$ cat src/rtl/route_selector.sv
// Route selector: picks one productive output port from the routing mask, requests it from the
// crossbar and holds it as a route lock until the tail leaves. ROUTE_RESELECT_EN enables re-pick on busy.
`ifndef PE
`define PE    0
`endif
`ifndef X_POS
`define X_POS 1
`endif
`ifndef Y_POS
`define Y_POS 2
`endif
`ifndef X_NEG
`define X_NEG 3
`endif
`ifndef Y_NEG
`define Y_NEG 4
`endif

module route_selector #(
    parameter int         PORT_DIR = `X_POS,
    parameter logic [1:0] RR_INIT  = 2'd0
) (
    input  logic       clk,
    input  logic       reset,
    input  logic       head_valid_din,
    input  logic [3:0] valid_channels_din,
    input  logic [3:0] port_status_din,
    input  logic [3:0] grant_din,
    input  logic       tail_sent_din,
    output logic [3:0] request_dout,
    output logic       route_lock_dout,
    output logic       route_error_dout
);

    typedef enum logic [1:0] {IDLE, REQUEST, TRANSFER} state_t;

    state_t     state, state_nxt;
    logic [1:0] rr_ptr, rr_ptr_nxt;
    logic [3:0] mask_q, mask_nxt;
    logic [3:0] sel_q, sel_nxt;
    logic       err_q, err_nxt;
    logic [3:0] cand;

    // First set bit scanning from ptr upward, wrapping modulo 4; result is one-hot or zero.
    function automatic logic [3:0] rr_pick(input logic [3:0] m, input logic [1:0] p);
        logic [1:0] idx;
        rr_pick = '0;
        for (int i = 3; i >= 0; i--) begin
            idx = p + 2'(i);
            if (m[idx]) rr_pick = 4'b0001 << idx;
        end
    endfunction

    function automatic logic [1:0] oh_idx(input logic [3:0] oh);
        oh_idx = '0;
        for (int i = 0; i < 4; i++)
            if (oh[i]) oh_idx = 2'(i);
    endfunction

    assign cand = valid_channels_din & port_status_din;

`ifdef ROUTE_RESELECT_EN
    logic [3:0] alt;
    assign alt = mask_q & port_status_din & ~sel_q;
`endif

    always_comb begin
        state_nxt  = state;
        rr_ptr_nxt = rr_ptr;
        mask_nxt   = mask_q;
        sel_nxt    = sel_q;
        err_nxt    = err_q;
        case (state)
            IDLE: begin
                if (head_valid_din) begin
                    if (valid_channels_din == 4'b0000) begin
                        err_nxt = 1'b1;
                    end else begin
                        // Prefer free ports; fall back to any productive port when all are busy.
                        sel_nxt   = rr_pick((cand != 4'b0000) ? cand : valid_channels_din, rr_ptr);
                        mask_nxt  = valid_channels_din;
                        state_nxt = REQUEST;
                    end
                end
            end
            REQUEST: begin
                if ((grant_din & sel_q) != 4'b0000) begin
                    state_nxt  = TRANSFER;
                    rr_ptr_nxt = oh_idx(sel_q) + 2'd1;
                end
`ifdef ROUTE_RESELECT_EN
                else if ((port_status_din & sel_q) == 4'b0000 && alt != 4'b0000) begin
                    sel_nxt = rr_pick(alt, rr_ptr);
                end
`endif
            end
            TRANSFER: begin
                if (tail_sent_din) state_nxt = IDLE;
            end
            default: state_nxt = IDLE;
        endcase
    end

    always_ff @(posedge clk or posedge reset) begin
        if (reset) begin
            state  <= IDLE;
            rr_ptr <= RR_INIT;
            mask_q <= '0;
            sel_q  <= '0;
            err_q  <= 1'b0;
        end else begin
            state  <= state_nxt;
            rr_ptr <= rr_ptr_nxt;
            mask_q <= mask_nxt;
            sel_q  <= sel_nxt;
            err_q  <= err_nxt;
        end
    end

    // Outputs decode registered state only, so reset clears them without waiting for a clock.
    assign request_dout     = (state == IDLE) ? 4'b0000 : sel_q;
    assign route_lock_dout  = (state == TRANSFER);
    assign route_error_dout = err_q;

    a_req_onehot: assert property (@(posedge clk) disable iff (reset) $onehot0(request_dout))
        else $error("route_selector[%0d]: request not one-hot", PORT_DIR);
    a_sel_in_mask: assert property (@(posedge clk) disable iff (reset)
        (state == IDLE) || ((sel_q & ~mask_q) == 4'b0000))
        else $error("route_selector[%0d]: selection outside latched mask", PORT_DIR);

endmodule

$ cat config.mk
export PLATFORM = sky130hd
export DESIGN_NAME = route_selector
export DESIGN_NICKNAME = d
export VERILOG_FILES = /design/src/rtl/route_selector.sv
export SDC_FILE = /design/constraint.sdc
export NUM_CORES = 1
export LEC_CHECK = 0
export CAP_MARGIN = 20
export CORE_MARGIN = 2
export CORE_UTILIZATION = 48
export DETAILED_ROUTE_END_ITERATION = 10
export GPL_ROUTABILITY_DRIVEN = 1
export PLACE_DENSITY_LB_ADDON = 0.12
export SYNTH_ARGS = -nofsm -noshare
export SYNTH_HDL_FRONTEND = slang
export SYNTH_SLANG_ARGS = --single-unit
$ cat constraint.sdc
create_clock -name clk -period 2.45 [get_ports clk]
set_input_delay 0.49 -clock clk [delete_from_list [all_inputs] [get_ports clk]]
set_output_delay 0.49 -clock clk [all_outputs]
set_load 0.1 [all_outputs]
# --- Yosys cells after proc, flatten, opt, wreduce, memory -nomap -nowiden ---
# Index checks and enable logic that the tools add are counted.
totals:
  reg_bits: 9
  input_bits: 16
  output_inout_bits: 6
  wordCells: 57
classes:
  n_addsub: 4
  magnitude_cmp: 4
  n_eq_ne: 6
  shifts: 4
  n_mux: 24
  bitwise_logic: 3
  reduce_logical: 8
ops:
  columns: ["operator", "n"]
  rows:
  - ["2-to-1 mux 4 bit", 6]
  - ["2-to-1 mux 2 bit", 8]
  - ["<< shifter 1 x 2 -> 4 bit, first input constant", 4]
  - ["less-than comparator 2 x 3 -> 1 bit, second input constant", 4]
  - ["AND 4 bit", 2]
  - ["binary-select mux 1 bit (select 2 bit)", 4]
  - ["inequality test 2 bit, second input constant", 4]
  - ["nonzero test 4 bit", 2]
  - ["one-hot mux 2 bit (3 select lines)", 1]
  - ["AND reduction 3 bit", 2]
  - ["2-to-1 mux 1 bit", 5]
  - ["adder 2 x 1 -> 2 bit, second input constant", 2]
  - ["adder 2 bit, second input constant", 2]
  - ["logical NOT 4 bit", 1]
  - ["AND reduction 4 bit", 1]
  - ["== test 2 x 1 -> 1 bit, second input constant", 1]
  - ["== test 2 bit, second input constant", 1]
  - ["logical NOT 2 bit", 1]
  - ["AND reduction 2 bit", 1]
  - ["inverter 1 bit", 1]

# --- Logic depth before layout (Yosys ltp) ---
# Gate-level depths: netlist (run 1).
logic_depth:
  depth_word: 9
  ltp_mapped: 6
  mapped_depth_nobuf: 6

# --- Worst setup path after synthesis (run 1) ---
# No wires, ideal clock.
synth_path:
  path_type: "reg-to-output"
  startpoint: "register state[0]"
  endpoint: "output request_dout[0]"
  arrival_ns: 1.796
  required_ns: 1.960
  setup_slack_ns: 0.164
  path_stages_with_launch: 3
  path_buffers: 0
  cell_sequence: "dfrtp_1 nor2_1 nor2b_1"
synth_between:
  elab_chain_cells: 2
synth_rtl:
  columns: ["item", "line_no", "text"]
  rows:
  - ["from (decl)", "37", "state_t state, state_nxt;"]
  - ["from (signal assigned)", "112", "state <= state_nxt;"]
  - ["logical NOT 2 bit", null, null]
  - ["2-to-1 mux 4 bit", "121", "assign request_dout = (state == IDLE) ? 4'b0000 : sel_q;"]
  - ["to (decl)", "30", "output logic [3:0] request_dout,"]
# Every way passes these cells.

# --- Final worst setup path (run 1) ---
layout_path:
  startpoint: "input valid_channels_din[0]"
  endpoint: "register sel_q[2]"
layout_between:
  elab_chain_cells: 9
  word_cells_on_any_way: 18
  classes_between: "mux: 13; bitwise: 2; reduce/logical: 3"
layout_rtl:
  columns: ["item", "line_no", "text"]
  rows:
  - ["from (decl)", "26", "input logic [3:0] valid_channels_din,"]
  - ["AND 4 bit", "60", "assign cand = valid_channels_din & port_status_din;"]
  - ["nonzero test 4 bit", "80", "sel_nxt = rr_pick((cand != 4'b0000) ? cand : valid_channels_din, rr_ptr);"]
  - ["2-to-1 mux 4 bit", "80", null]
  - ["binary-select mux 1 bit (select 2 bit)", "50", "if (m[idx]) rr_pick = 4'b0001 << idx;"]
  - ["2-to-1 mux 1 bit (implied by the code)", "50", null]
  - ["2-to-1 mux 4 bit (4 in series)", "50", null]
  - ["to (signal assigned)", "115", "sel_q <= sel_nxt;"]
  - ["to (decl)", "40", "logic [3:0] sel_q, sel_nxt;"]
# Several ways; a longest one is shown, not always the timed one. The select of a mux whose other input is x is not followed.
# A chain may end at the register's enable or synchronous reset.

==> results of run 1 <==
==> final cells by class <==
type | instances | share of cell area, %
multi-input cells | 72 | 49.8
clock buffers | 4 | 2.26
repair buffers | 28 | 21.3
flip-flops and latches | 9 | 19.4
inverters | 14 | 4.53
well taps | 25 | 2.69
==> synth_stat cells <==
cell | instances | area share, %
mux4_2 | 3 | 7.9
nor2_1 | 6 | 2.6
a41o_1 | 1 | 1.2
a21oi_1 | 12 | 7.0
nor2_4 | 1 | 1.3
inv_1 | 14 | 6.1
o21ai_0 | 2 | 1.2
a22oi_1 | 4 | 3.5
nor4_1 | 1 | 0.73
a31o_1 | 1 | 1.0
o211a_1 | 4 | 4.7
nand2b_4 | 2 | 3.2
o21ai_1 | 4 | 2.3
and3_1 | 1 | 0.73
a21o_1 | 5 | 4.4
mux4_1 | 1 | 3.1
nand3b_1 | 4 | 3.5
ha_1 | 8 | 12
o21bai_1 | 1 | 0.88
nand3_1 | 1 | 0.58
nand2_1 | 6 | 2.6
mux2i_1 | 1 | 1.2
nor2b_1 | 3 | 2.2
dfrtp_1 | 9 | 26
==> path summary, 6_finish.rpt <==
kind | startpoint | endpoint | slack [ps] | cells past startpoint
setup / recovery | valid_channels_din[0] | sel_q[2] | 200 | 7
hold / removal | route_error_dout | route_error_dout | 470 | 1
setup reg to reg | rr_ptr[0] | sel_q[3] | 450 | 6
hold reg to reg | route_error_dout | route_error_dout | 470 | 1
max in group asynchronous | reset | sel_q[0] | 1700 | 2
min in group asynchronous | reset | state[1] | 490 | 2
==> sequential cells by signal, indices dropped and copies added, names as in the netlist <==
register,cells
rr_ptr,2
state,2
sel_q,4
route_error_dout,1
==> through the flow <==
step / TNS (ps) / cells / hold slack, ps / instance area [µm²]
4_1_cts: 0 / 152 / 474 / 1160
2_1_floorplan: 0 / 95 / 318 / 856
5_1_grt: 0 / 152 / 489 / 1160
6_report: 0 / 152 / 470 / 1160
3_3_place_gp: -49.4 / 148 / 453 / 1130
3_5_place_dp: -140 / 148 / 460 / 1130
==> cells by family (layout without fill, tap and decap cells) <==
group / count (synthesis) / after routing
compound gates: 34 / 34
simple gates: 25 / 25
buf+inv: 14 / 46
flops: 9 / 9
fa+ha+maj: 8 / 8
mux: 5 / 5
==> metal layers <==
layer  share of wire [%]  up-vias
li1                    -      403
met1                  47      361
met2                  50       14
met3                 2.5        0
met4                   0        0
met5                   0        -
==> report_power, final <==
group,leakage [nW],internal [mW],switching (mW)
clock network,0.0150,0.0627,0.0508
logic,0.449,0.406,0.723
registers,0.110,0.220,0.0776
total,0.574,0.689,0.852
==> cells in the final DEF, fill, tap and decap left out, types with 2 or more instances in the layout <==
master           count
a22oi_1              4
a21o_1               5
nor2b_1              3
clkdlybuf4s50_1     15
o211a_1              4
mux4_2               3
clkbuf_4             3
ha_1                 8
nand3b_1             4
o21ai_0              2
o21ai_1              4
nand2_1              6
dfrtp_1              9
buf_4               13
nor2_1               6
nand2b_4             2
a21oi_1             12
inv_1               14
==> flow_summary.json, run 1 <==
{
  "status": "completed",
  "place_hpwl_um": 1520,
  "final.period_utilization_pct": 91.8,
  "grt_use_met2_pct": 32.8,
  "yosysSeqAreaShare_pct": 26.3,
  "grt_util_met3_pct": 4.71,
  "die-height_um": 46.2,
  "final_max_slew_viol_count": 0,
  "final.min_clock_period_ps": 2250,
  "synth_nets": 119,
  "vdd_drop_max_mv": 0.864,
  "arrival_ps": 2400,
  "synth_adder_area_share_pct": 11.7,
  "fp.dieW_um": 46.2,
  "synth_cell_types": 24,
  "clkSinkCount": 9,
  "overflow": 0,
  "cellLeakagePower_nw": 0.574,
  "nFillCells": 157,
  "criticalPathCategory": "in2reg",
  "die_area_um2": 2140,
  "synth-simple-area-share_pct": 17.5,
  "wl_um": 1840,
  "syn_to_final_growth_pct": 35.7,
  "num_rows": 15,
  "cts_resized": 0,
  "worst_slew_pin_slew_ps": 356,
  "hold_buffers": 0,
  "fin_nets": 152,
  "critPathTopFamily": "compound AO/OA/AOI/OAI gates",
  "netlist_instances": 95,
  "setup_violations": 0,
  "design_power_total_mw": 1.54,
  "clkSlewWorstSetupHoldPaths_ps": 60,
  "cts_setup_buffers": 0,
  "busiest_layer": "met2",
  "synth-compound-area-share_pct": 26.2,
  "synth_xor_area_share_pct": 0,
  "drc": 0,
  "num_antenna_cells": 0,
  "clock_latency_ps": 260,
  "cp_max_fo": 6,
  "cts_made_buffers": 3,
  "port_buffers": 21,
  "syn_area_per_cell_um2": 9.01,
  "hp-class": "reg2reg",
  "antenna_found_initial": 0,
  "grt_max_degree": 11,
  "drive_gt1_share_pct": 17.3,
  "grtUsageTotal_pct": 19.5,
  "maxCapViolations": 0,
  "path_cells": "clkdlybuf4s50_1 -> a22oi_1 -> o211a_1 -> mux4_2 -> a21oi_1 -> o21ai_1 -> a21o_1",
  "initial_utilization_pct": 50.1,
  "gp_congestion": 0.874,
  "gr-usage-met1_pct": 25.5,
  "crit_required_ps": 2600,
  "max_clock_freq_mhz": 445,
  "critPathLaunchType": "primary input",
  "max_stage_delay_ps": 560,
  "dr.pass1.iters": 4,
  "drt_iter0_markers": 12,
  "pre_cts_slack_ps": -55.2,
  "fin_ws_ps": 201,
  "wl_per_cell_um": 12.1,
  "synth_top_family_by_area": "compound AO/OA/AOI/OAI gates",
  "crit_path_end_kind": "flip-flop",
  "vias": 778,
  "syn_area_um2": 856,
  "cts_buffer_depth": 2,
  "viasPerCell": 5.12,
  "p_per_area_nw_per_um2": 1330,
  "seqCellArea_um2": 225,
  "synth.area.mux_share_pct": 12.1,
  "skew_ps": 1.33,
  "yosysWarningCount": 0,
  "rsz0062_at_grt": "false",
  "fin_util_pct": 68.0,
  "fp.coreArea_um2": 1710,
  "cts_max_level": 1,
  "grt_first_pass_wirelength_um": 2950,
  "ant_nets": 0,
  "first_global_vias": 689,
  "ios": 22,
  "relSlewSlack_pct": 76.2,
  "hold_viol": 0,
  "clock-root-buffer": "clkbuf_4",
  "multi_input_area_um2": 578,
  "crit_buf_inv": 1,
  "yosys_register_bits": 9,
  "cts_tree": "done",
  "slowest_stage": "mux4_2"
}
Note: power is estimated with default switching activity, not from simulation.
==> run 2, diff against run 1 <==
PLACE_DENSITY_LB_ADDON = 0.15   (was 0.12)
==> run 2 against run 1 <==
  * Non-clock buffer count shrank 2
  * Die area is the same
  * Global-route usage grew 0.61 points
  * Critical path depth stayed put
  * Largest power group unchanged
  * Worst hold slack improved by 18 ps
  * Sequential power is essentially flat
  * Fmax up 1.3%
  * Flip-flop and latch count stayed put
  * Count of clock-buffer cells in the layout stayed put
  * Setup slack better by 28 ps
  * Clock skew is 4.6 ps higher
==> flow_summary.json, run 2 (synthesis results as in run 1) <==
{
  "drt_iter0_markers": 13,
  "drc": 0,
  "arrival_ps": 2380,
  "cp_max_fo": 5,
  "ant_nets": 0,
  "cts_resized": 0,
  "r2r_cells": 6,
  "clkSlewWorstSetupHoldPaths_ps": 70,
  "reg2reg_slack_ps": 350,
  "startpoint": "valid_channels_din[0]",
  "reg_top3": "sel_q (4), rr_ptr (2), state (2)",
  "final_max_slew_viol_count": 0,
  "clock_latency_ps": 270,
  "r2r_end": "sel_q[3]",
  "fp.dieW_um": 46.2,
  "drt-met1-wl_um": 864,
  "seqPwrFrac_pct": 19.5,
  "max_stage_delay_ps": 530,
  "critPathLaunchType": "primary input",
  "num_rows": 15,
  "timing.rr.start": "rr_ptr[1]",
  "gp_congestion": 0.926,
  "netSwitchingFraction_pct": 56.2,
  "pre_cts_slack_ps": -30.0,
  "pwr-share-comb_pct": 72.7,
  "cts_buffer_depth": 2,
  "worst_slew_pin_slew_ps": 391,
  "hp-class": "in2async",
  "first_global_vias": 706,
  "drive_gt1_share_pct": 16.0,
  "setup_violations": 0,
  "final.period_utilization_pct": 90.6,
  "final.min_clock_period_ps": 2220,
  "grtUsageTotal_pct": 20.1,
  "largest_register": "sel_q",
  "syn_to_final_growth_pct": 33.9,
  "endpoint": "sel_q[1]",
  "max_clock_freq_mhz": 450,
  "clkSinkCount": 9,
  "relSlewSlack_pct": 73.9,
  "fp.coreArea_um2": 1710,
  "vias": 805,
  "rsz0062_at_grt": "false",
  "overflow": 0,
  "p_per_area_nw_per_um2": 1330,
  "vdd_drop_max_mv": 0.638,
  "place_hpwl_um": 1500,
  "wl_um": 1880,
  "route.top_layer_used": "met4",
  "mostFrequentLayoutCells": "15 x clkdlybuf4s50_1, 14 x inv_1, 12 x a21oi_1, 11 x buf_4, 9 x dfrtp_1",
  "fin_nets": 150,
  "path_cells": "clkdlybuf4s50_1 -> a22oi_1 -> o211a_1 -> mux4_2 -> a21oi_1 -> o21ai_1 -> a21o_1",
  "cts_max_level": 1,
  "clkPwrFrac_pct": 7.8,
  "fin_setup_tns_ps": 0,
  "final_cells": 150,
  "criticalPathCategory": "in2reg",
  "maxCapViolations": 0,
  "routed-wl-met3_um": 74,
  "hold_viol": 0,
  "die-height_um": 46.2,
  "viasPerCell": 5.37,
  "fin_ws_ps": 229,
  "cts_made_buffers": 3,
  "skew_ps": 5.96,
  "power.internal_uw": 668,
  "final_common_cell": "clkdlybuf4s50_1",
  "cellLeakagePower_nw": 0.564,
  "port_buffers": 21,
  "dr.pass1.iters": 4,
  "grt_max_degree": 11,
  "dp.cells": 146,
  "cts_tree": "done",
  "design_power_total_mw": 1.53,
  "slowest_stage": "mux4_2",
  "status": "completed",
  "num_antenna_cells": 0,
  "initial_utilization_pct": 50.1,
  "dr_wl_met2_um": 918,
  "die_area_um2": 2140,
  "crit_required_ps": 2610,
  "fin_util_pct": 67.1,
  "hold_buffers": 0,
  "antenna_found_initial": 0,
  "power_switching_uw": 858,
  "largest_reg_flops": 4,
  "clock-root-buffer": "clkbuf_4",
  "ios": 22,
  "cts_setup_buffers": 0,
  "grt_first_pass_wirelength_um": 3020,
  "wl_per_cell_um": 12.5,
  "crit_path_end_kind": "flip-flop"
}
==> run 2: cell count changes in the layout (fill, tap and decap cells not counted), sizes merged <==
cell | before | now
buf | 13 | 11
==> run 2: area by class of cell <==
type                            instances  area [µm²]
Clock buffer                            4        26.3
Fill cell                             147         562
Inverter                               14        52.6
Multi-Input combinational cell         72         578
Sequential cell                         9         225
Tap cell                               25        31.3
Timing Repair Buffer                   26         233
==> run 2: through the flow <==
step           hold WS (ps)  cell area [µm²]
2_1_floorplan           318              856
3_3_place_gp            453             1120
3_5_place_dp            480             1120
4_1_cts                 494             1150
5_1_grt                 525             1150
6_report                488             1150
==> run 2: metal layers <==
metal  vias up  global-route usage (%)
li1        402                       -
met1       379                    26.2
met2        20                    32.5
met3         4                    4.71
met4         0                    6.86
met5         -                       0
==> run 2: worst min-delay path by stage <==
stage                                 from          endpoint  slack, ps
after global placement    route_error_dout  route_error_dout        450
after global routing      route_error_dout  route_error_dout        530
final                                reset         rr_ptr[1]        490
after detailed placement  route_error_dout  route_error_dout        480
after floorplan                      reset  route_error_dout        320
after CTS                 route_error_dout  route_error_dout        490
==> run 2: power groups by stage <==
stage	clock, mW	sequential (mW)	combinational, mW
floorplan	0	0.342	0.810
global placement	0	0.296	1.09
detailed placement	0	0.298	1.11
CTS	0.121	0.298	1.11
global route	0.128	0.313	1.20
finish	0.120	0.298	1.11
==> run 2: critical path: cells and delay by family <==
| kind | cells | cell delay [ps] |
|---|---|---|
| AOI/OAI and AO/OA | 5 | 840 |
| muxes | 1 | 530 |
| buffers and inverters | 1 | 520 |
==> run 3, diff against run 2 <==
REMOVE_ABC_BUFFERS = 1   (was unset)
SKIP_LAST_GASP = 1   (was unset)
==> results of run 3 <==
No change in the layout: final DEF, timing and power equal those of run 2.
